==> config.mk <==
export PLATFORM = sky130hd
export DESIGN_NAME = shift_add_mult_ctrl_flat
export DESIGN_NICKNAME = d
export VERILOG_FILES = /design/src/rtl/shift_add_mult_ctrl_pkg.sv /design/src/rtl/shift_add_mult_ctrl_if.sv /design/src/rtl/shift_add_mult_ctrl_adder.sv /design/src/rtl/shift_add_mult_ctrl.sv /design/src/flat_wrapper.sv
export SDC_FILE = /design/constraint.sdc
export NUM_CORES = 1
export LEC_CHECK = 0
export ABC_AREA = 1
export ABC_CLOCK_PERIOD_IN_PS = 15220
export CORE_AREA = 2 2 108 110
export CTS_BUF_LIST = sky130_fd_sc_hd__clkbuf_2
export DETAILED_ROUTE_END_ITERATION = 12
export DIE_AREA = 0 0 110 112
export PLACE_DENSITY_LB_ADDON = 0.15
export REMOVE_ABC_BUFFERS = 1
export SYNTH_ARGS = -nofsm -noshare
export SYNTH_HDL_FRONTEND = slang
export SYNTH_HIERARCHICAL = 1
export SYNTH_SLANG_ARGS = --single-unit
==> constraint.sdc <==
create_clock -name clk -period 15.22 [get_ports clk]
set_clock_uncertainty 0.15 [all_clocks]
set_input_delay 2.283 -clock clk [delete_from_list [all_inputs] [get_ports clk]]
set_output_delay 2.283 -clock clk [all_outputs]
set_load 0.03 [all_outputs]
==> src/rtl/shift_add_mult_ctrl_pkg.sv <==
// Shared types and sizing helpers for the sequential shift-add multiplier.
package mult_pkg;

    typedef enum logic [1:0] {IDLE, RUN, DONE} mult_state_e;

    // Iteration counter must hold the value N itself (terminal count).
    function automatic int cnt_w(input int n);
        return $clog2(n + 1);
    endfunction

endpackage

==> src/rtl/shift_add_mult_ctrl_if.sv <==
// Request/response handshake bundle between the execute stage and the multiplier.
interface shift_add_mult_ctrl_if #(
    parameter int N = 32
) ();
    logic           req_valid;
    logic           req_ready;
    logic [N-1:0]   req_a;
    logic [N-1:0]   req_b;
    logic           res_valid;
    logic           res_ready;
    logic [2*N-1:0] res_p;
    logic           busy;

    modport master (
        output req_valid, req_a, req_b, res_ready,
        input  req_ready, res_valid, res_p, busy
    );

    modport slave (
        input  req_valid, req_a, req_b, res_ready,
        output req_ready, res_valid, res_p, busy
    );
endinterface

==> src/rtl/shift_add_mult_ctrl_adder.sv <==
// Parameterised N-bit ripple-carry adder built from a full-adder chain.
// Purely combinational; carry ripples LSB to MSB.
module shift_add_mult_ctrl_adder #(
    parameter int N = 32
) (
    input  logic [N-1:0] i_a,
    input  logic [N-1:0] i_b,
    input  logic         i_cin,
    output logic [N-1:0] o_sum,
    output logic         o_cout
);
    logic [N:0] w_c;

    assign w_c[0] = i_cin;

    for (genvar g = 0; g < N; g++) begin : g_fa
        assign o_sum[g]  = i_a[g] ^ i_b[g] ^ w_c[g];
        assign w_c[g+1]  = (i_a[g] & i_b[g]) | (w_c[g] & (i_a[g] ^ i_b[g]));
    end

    assign o_cout = w_c[N];
endmodule

==> src/rtl/shift_add_mult_ctrl.sv <==
// Sequential unsigned N x N -> 2N multiplier: one shared adder, N shift-add steps, latency N+1.
// Optional macro MULT_EARLY_ZERO_EN short-circuits zero operands to a 1-cycle result.
module shift_add_mult_ctrl
    import mult_pkg::*;
#(
    parameter int N = 32
) (
    input  logic                 clk,
    input  logic                 rst_n,
    shift_add_mult_ctrl_if.slave bus
);
    localparam int                CNT_W = cnt_w(N);
    localparam logic [CNT_W-1:0]  CNT_N = CNT_W'(N);

`ifdef MULT_EARLY_ZERO_EN
    localparam bit EARLY_ZERO = 1'b1;
`else
    localparam bit EARLY_ZERO = 1'b0;
`endif

    mult_state_e      r_state;
    logic [N-1:0]     r_acc_hi;
    logic [N-1:0]     r_acc_lo;
    logic [N-1:0]     r_mcand;
    logic [CNT_W-1:0] r_count;
    logic             r_req_ready;
    logic             r_res_valid;
    logic             r_busy;

    logic [N-1:0]     w_addend;
    logic [N-1:0]     w_sum;
    logic             w_cout;
    logic             w_zero_op;

    assign w_addend  = r_acc_lo[0] ? r_mcand : '0;
    assign w_zero_op = EARLY_ZERO && ((bus.req_a == '0) || (bus.req_b == '0));

    shift_add_mult_ctrl_adder #(.N(N)) u_adder (
        .i_a    (r_acc_hi),
        .i_b    (w_addend),
        .i_cin  (1'b0),
        .o_sum  (w_sum),
        .o_cout (w_cout)
    );

    always_ff @(posedge clk or negedge rst_n) begin
        if (!rst_n) begin
            r_state     <= IDLE;
            r_acc_hi    <= '0;
            r_acc_lo    <= '0;
            r_mcand     <= '0;
            r_count     <= '0;
            r_req_ready <= 1'b1;
            r_res_valid <= 1'b0;
            r_busy      <= 1'b0;
        end else begin
            case (r_state)
                IDLE: begin
                    if (bus.req_valid) begin
                        r_state     <= RUN;
                        r_mcand     <= bus.req_a;
                        r_acc_hi    <= '0;
                        r_req_ready <= 1'b0;
                        r_busy      <= 1'b1;
                        // Zero operand: skip the iterations, spend one cycle to reach DONE.
                        if (w_zero_op) begin
                            r_acc_lo <= '0;
                            r_count  <= CNT_N;
                        end else begin
                            r_acc_lo <= bus.req_b;
                            r_count  <= '0;
                        end
                    end
                end
                RUN: begin
                    if (r_count == CNT_N) begin
                        r_state     <= DONE;
                        r_res_valid <= 1'b1;
                    end else begin
                        {r_acc_hi, r_acc_lo} <= {w_cout, w_sum, r_acc_lo[N-1:1]};
                        r_count              <= r_count + 1'b1;
                    end
                end
                DONE: begin
                    if (bus.res_ready) begin
                        r_state     <= IDLE;
                        r_res_valid <= 1'b0;
                        r_req_ready <= 1'b1;
                        r_busy      <= 1'b0;
                    end
                end
                default: r_state <= IDLE;
            endcase
        end
    end

    assign bus.req_ready = r_req_ready;
    assign bus.res_valid = r_res_valid;
    assign bus.res_p     = {r_acc_hi, r_acc_lo};
    assign bus.busy      = r_busy;
endmodule
==> src/flat_wrapper.sv <==
// flat-port wrapper written by rule: the top's interface ports become plain ports
module shift_add_mult_ctrl_flat import mult_pkg::*;
#(
    parameter int N = 32
)
  (clk, rst_n, bus_req_valid, bus_req_a, bus_req_b, bus_res_ready, bus_req_ready, bus_res_valid, bus_res_p, bus_busy);
  shift_add_mult_ctrl_if #(.N(N)) bus_i ();
  input  logic clk;
  input  logic rst_n;
  input wire logic [$bits(bus_i.req_valid)-1:0] bus_req_valid;
  input wire logic [$bits(bus_i.req_a)-1:0] bus_req_a;
  input wire logic [$bits(bus_i.req_b)-1:0] bus_req_b;
  input wire logic [$bits(bus_i.res_ready)-1:0] bus_res_ready;
  output wire logic [$bits(bus_i.req_ready)-1:0] bus_req_ready;
  output wire logic [$bits(bus_i.res_valid)-1:0] bus_res_valid;
  output wire logic [$bits(bus_i.res_p)-1:0] bus_res_p;
  output wire logic [$bits(bus_i.busy)-1:0] bus_busy;
  assign bus_i.req_valid = bus_req_valid;
  assign bus_i.req_a = bus_req_a;
  assign bus_i.req_b = bus_req_b;
  assign bus_i.res_ready = bus_res_ready;
  assign bus_req_ready = bus_i.req_ready;
  assign bus_res_valid = bus_i.res_valid;
  assign bus_res_p = bus_i.res_p;
  assign bus_busy = bus_i.busy;
  shift_add_mult_ctrl #(.N(N)) u_core (.clk(clk), .rst_n(rst_n), .bus(bus_i));
endmodule
==> flow_metrics.tcl, run 1 <==
set metrics [dict create \
    whs_ns 0.329 \
    via_per_inst 4.99 \
    max_slew.worst_pin.slew_ns 1.03 \
    dp.cells 938 \
    place.gp.congestion 0.779 \
    synth_top_family_by_area "simple AND/OR/NAND/NOR gates" \
    synth_area_per_cell_sq_um 8.12 \
    status "finished, final reports clean" \
    timing.fmax_ghz 0.0741 \
    cts_tree "done" \
    hold_path_class "flip-flop to flip-flop" \
    critical-path-top-delay-family "adder cells" \
    dpl.hpwl_mm 8.60 \
    cp-startpoint "u_core/r_mcand[0]$_DFFE_PN0P_" \
    muxShareOfSynthArea 0 \
    dr.pass1.iters 5 \
    cts_buffers 9 \
    critPathCaptureType "flip-flop" \
    synth_xor_area_frac 0 \
    synth-adder-area-share 0.118 \
    core.rowCount 39 \
    final_nets 908 \
    finalCritPeriodShare 0.887 \
    die_area_sq_um 12300 \
    rr_endpoint "u_core/r_acc_hi[30]$_DFFE_PN0P_" \
    post_cts_resized 0 \
    top_level_ports 135 \
    cp_slowest_stage_delay_ns 0.44 \
    seq_area_frac_synth 0.475 \
    cts_hold_buf 0 \
    routed_wl_mm 13.0 \
    fin_util 0.634 \
    rsz0062_at_grt "no" \
    synth.area.top_cells "dfrtp_1 (47%), nand2_1 (25%), fa_1 (11%)" \
    grt_pass1_wl_mm 21.9 \
    powerDensity_nw_per_um2 204 \
    rr_worst_depth 40 \
    cellLeakagePower_nw 3.89 \
    die_h_um 112 \
    synth_seq_cells 107 \
    layout_min_cycle_time_ns 13.50 \
    grt_overflow 0 \
    yosysTopAreaCellShare 0.470 \
    yosysWarnings 6 \
    drv_cap 0 \
    portBuffers 134 \
    n_antenna_cell 0 \
    start_util 0.505 \
    grt_max_degree 75 \
    cts.clk_slew.worst_paths_ns 0.26 \
    final_cells 954 \
    synth_top_cell_by_area "dfrtp_1" \
    post_cts_buffers 0 \
    cts_root_buf "clkbuf_2" \
    die_width_um 110 \
    antenna_found_initial 0 \
    start_kind "flip-flop" \
    drt_iter0_drc 367 \
    crit-reg2reg-launch "u_core/r_mcand[0]$_DFFE_PN0P_" \
    worstPathRequired_ns 15.58 \
    clk_latency_ns 0.55 \
    critPathMaxFanout 2 \
    drc_errors 0 \
    wl_per_cell_um 13.6 \
    synthSimpleGateAreaFrac 0.327 \
    netlist_area_sq_um 5640 \
    htree_levels 3 \
    synth_edf_count 0 \
    core_sq_um 11200 \
    setup_tns_ns 0 \
    grt_pass1_vias 4715 \
    worstPathArrival_ns 13.86 \
    rrSetupSlack_ns 1.72 \
    synth_compound_area_frac 0.00577 \
    synth.distinct_cells 26 \
    hold-path-cell-count 2 \
    track_usage 0.222 \
    syn_to_final_growth_pct 25.6 \
    hold_end "u_core/bus.req_ready$_DFFE_PN1P_" \
    final_max_slew_viol_count 0 \
    cts_sinks 107 \
    yosysMostFrequentCell "nand2_1" \
    critPathKind "flip-flop to flip-flop" \
    finalHoldViolCount 0 \
    slew_headroom 0.314 \
    syn_inst 695 \
    vias 4764 \
    clk_path_buf_depth 2 \
    synthArstFlopShare 1.00 \
    yosys-top-cells-count "nand2_1 (373), dfrtp_1 (106), nand3_1 (73), inv_1 (51), fa_1 (32)" \
    critPathMostFrequentCell "fa_1" \
    layout-drive-gt1-share 0.0370 \
    setup_viol 0 \
    min_from "u_core/bus.req_ready$_DFFE_PN1P_" \
    ir_drop_v 0.000125 \
    synth_ff_type "dfrtp_1" \
    crit_slowest_cell "dfrtp_1" \
    cp.buffers_inverters 5 \
    antenna_left 0 \
]
## stage by stage
step,setup slack [ns],power (mW),cell area [sq um]
2_1_floorplan,1.83,1.03,5430
3_3_place_gp,1.97,1.30,6980
3_5_place_dp,1.78,1.33,6980
4_1_cts,1.75,1.46,7090
5_1_grt,1.28,1.58,7090
6_report,1.72,1.45,7090
## how the worst max path moves through the flow
stage / endpoint / slack, ns / depth (start not counted)
after global routing: u_core/r_acc_hi[30]$_DFFE_PN0P_ / 1.28 / 40
after global placement: u_core/r_acc_hi[30]$_DFFE_PN0P_ / 1.97 / 40
final: u_core/r_acc_hi[30]$_DFFE_PN0P_ / 1.72 / 40
after CTS: u_core/r_acc_hi[30]$_DFFE_PN0P_ / 1.75 / 40
after detailed placement: u_core/r_acc_hi[30]$_DFFE_PN0P_ / 1.78 / 40
after floorplan: u_core/r_acc_hi[30]$_DFFE_PN0P_ / 1.83 / 40
## tightest hold or removal path: cells and delay by family (launching register included)
kind             cells  cell delay, ns
flip-flops           1            0.42
AND/OR/NAND/NOR      2            0.09
## power breakdown
part,internal (mW),leakage (nW),total (mW),switching [mW]
registers,0.415,1.33,0.523,0.108
logic,0.308,2.49,0.797,0.489
clock network,0.0400,0.0736,0.127,0.0875
## final cells by class
| cell class | instances | area, sq um |
|---|---|---|
| fillers | 1009 | 4090 |
| inverters | 55 | 211 |
| multi-input cells | 496 | 2550 |
| clock inverters | 3 | 38.8 |
| clock buffers | 13 | 65.1 |
| flip-flops and latches | 107 | 2680 |
| well taps | 143 | 179 |
| repair buffers | 137 | 1360 |
## sequential cells by signal, indices dropped and copies added (netlist names)
register / cells
u_core/bus.busy: 1
u_core/bus.req_ready: 1
u_core/bus.res_valid: 1
u_core/r_acc_hi: 32
u_core/r_acc_lo: 32
u_core/r_count: 6
u_core/r_mcand: 32
u_core/r_state: 2
## layout by cell type (no fill, tap or decap), types with 2 or more instances in the layout
cell type        netlist  routed
clkbuf_2               0      13
nand3_1               73      73
inv_4                  2       2
dfrtp_1              106     106
inv_1                 51      51
clkdlybuf4s50_1        0     133
buf_4                  5       4
o21ai_0                2       2
nor2_1                 2       2
nand2_1              373     373
nand2_4                2       2
ha_1                   2       2
fa_1                  32      32
inv_2                  2       2
## kinds of logic after synthesis
logic type      after synthesis
fa+ha+maj                    34
other cells                   1
compound gates                5
buf+inv                      92
simple gates                456
flops                       107
## per-layer routing
metal,vias up,wire length [um],GRT usage
met5,-,0,0
met4,0,94,0.0540
met3,7,788,0.0392
met2,146,6260,0.358
met1,2299,5850,0.313
li1,2312,-,-
(Power assumes the default switching activity.)
==> inputs of run 2 (changes only) <==
--- a/config.mk
+++ b/config.mk
@@ -7,13 +7,14 @@
 export LEC_CHECK = 0
 export ABC_AREA = 1
 export ABC_CLOCK_PERIOD_IN_PS = 15220
-export CORE_AREA = 2 2 108 110
+export CORE_AREA = 2 2 121 123
 export CTS_BUF_LIST = sky130_fd_sc_hd__clkbuf_2
 export DETAILED_ROUTE_END_ITERATION = 12
-export DIE_AREA = 0 0 110 112
+export DIE_AREA = 0 0 123 125
 export PLACE_DENSITY_LB_ADDON = 0.15
 export REMOVE_ABC_BUFFERS = 1
 export SYNTH_ARGS = -nofsm -noshare
 export SYNTH_HDL_FRONTEND = slang
 export SYNTH_HIERARCHICAL = 1
 export SYNTH_SLANG_ARGS = --single-unit
+export TNS_END_PERCENT = 20
==> run 2 against run 1 <==
Clock-buffer cell count decreased by 4. Maximum frequency increased by 0.79%. Utilization down 13 points. Largest cell class unchanged.
==> flow_metrics.tcl, run 2 (synthesized netlist as in run 1, its figures left out) <==
set metrics [dict create \
    track_usage 0.182 \
    via_per_inst 4.69 \
    finalCritPeriodShare 0.880 \
    core.rowCount 44 \
    post_cts_resized 0 \
    grt_max_degree 78 \
    dpl.hpwl_mm 8.65 \
    clk_latency_ns 0.60 \
    cp_slowest_stage_delay_ns 0.44 \
    status "finished, final reports clean" \
    clk_path_buf_depth 2 \
    antenna_found_initial 0 \
    cts_sinks 107 \
    fin_util 0.504 \
    post_cts_buffers 0 \
    drt_iter0_drc 297 \
    finalHoldViolCount 0 \
    setup_tns_ns 0 \
    cts_tree "done" \
    start_kind "flip-flop" \
    start_util 0.397 \
    grt_pass1_vias 4605 \
    worstPathRequired_ns 15.64 \
    total_power_mw 1.46 \
    drv_cap 0 \
    antenna_left 0 \
    dr.pass1.iters 4 \
    powerDensity_nw_per_um2 203 \
    critPathMaxFanout 2 \
    portBuffers 134 \
    final_nets 908 \
    final_max_slew_viol_count 0 \
    vias 4658 \
    syn_to_final_growth_pct 26.9 \
    critPathCaptureType "flip-flop" \
    final_cell_mix "nand2_1 (373), clkdlybuf4s50_1 (133), dfrtp_1 (106)" \
    hold_path_class "flip-flop to flip-flop" \
    worstPathArrival_ns 13.82 \
    cts.clk_slew.worst_paths_ns 0.28 \
    cts_root_buf "clkbuf_2" \
    grt_overflow 0 \
    core_sq_um 14200 \
    cellLeakagePower_nw 3.90 \
    die_area_sq_um 15400 \
    routed_wl_mm 13.2 \
    setup_viol 0 \
    mostFrequentLayoutCell "nand2_1" \
    die_width_um 123 \
    largestRegisters "u_core/r_acc_hi (32), u_core/r_acc_lo (32), u_core/r_mcand (32)" \
    critPathKind "flip-flop to flip-flop" \
    layout_min_cycle_time_ns 13.40 \
    cts_buffers 9 \
    critPathMostFrequentCell "fa_1" \
    place.gp.congestion 0.759 \
    htree_levels 3 \
    die_h_um 125 \
    cts_hold_buf 0 \
    ir_drop_v 0.0000726 \
    timing.fmax_ghz 0.0747 \
    max_slew.worst_pin.slew_ns 1.08 \
    rsz0062_at_grt "no" \
    layout-drive-gt1-share 0.0358 \
    wl_per_cell_um 13.3 \
    drc_errors 0 \
    crit_slowest_cell "dfrtp_1" \
    n_antenna_cell 0 \
    grt_pass1_wl_mm 22.3 \
    top_level_ports 135 \
    slew_headroom 0.276 \
]
run 2: worst max-delay path, delay by kind of cell, from the launching register on:
family,cells,cell delay (ns)
adders and majority gates,32,12.25
buffers and inverters,5,0.32
DFF,1,0.44
and+or+nand+nor,3,0.19
run 2: stage by stage:
stage                     setup slack [ns]  std cells  hold WS, ns  cell area [sq um]
after floorplan                       1.83        658        0.299               5430
after global placement                1.95        979        0.307               7030
after detailed placement              1.83        979        0.314               7030
after CTS                             1.80        994        0.343               7160
after global routing                  1.30        994        0.354               7160
final                                 1.82        994        0.341               7160
run 2: final timing paths:
kind / slack [ns] / depth (start not counted) / end / start
max reg2reg: 1.82 / 40 / u_core/r_acc_hi[30]$_DFFE_PN0P_ / u_core/r_acc_lo[0]$_DFFE_PN0P_
min reg2reg: 0.34 / 2 / u_core/bus.req_ready$_DFFE_PN1P_ / u_core/bus.req_ready$_DFFE_PN1P_
max in group asynchronous: 12.22 / 2 / u_core/r_mcand[22]$_DFFE_PN0P_ / rst_n
max: 1.82 / 40 / u_core/r_acc_hi[30]$_DFFE_PN0P_ / u_core/r_acc_lo[0]$_DFFE_PN0P_
min: 0.34 / 2 / u_core/bus.req_ready$_DFFE_PN1P_ / u_core/bus.req_ready$_DFFE_PN1P_
min in group asynchronous: 1.40 / 1 / u_core/r_acc_lo[13]$_DFFE_PN0P_ / rst_n
run 2: final cells by class:
class	instances	area, sq um
clock buffers	9	45.0
repair buffers	137	1360
flip-flops and latches	107	2680
well taps	184	230
multi-input cells	496	2550
inverters	55	211
clock inverters	6	81.3
fillers	1413	7040
run 2: power by group:
group / internal [mW] / switching, mW / total [mW]
Combinational: 0.306 / 0.485 / 0.790
Clock: 0.0522 / 0.0928 / 0.145
Sequential: 0.415 / 0.106 / 0.521
run 2: routing by layer:
metal,vias to the layer above,global-route usage,wire [um]
met3,15,0.0370,875
met2,125,0.291,5940
met1,2204,0.249,6200
met4,0,0.0582,177
li1,2314,-,-
met5,-,0,0
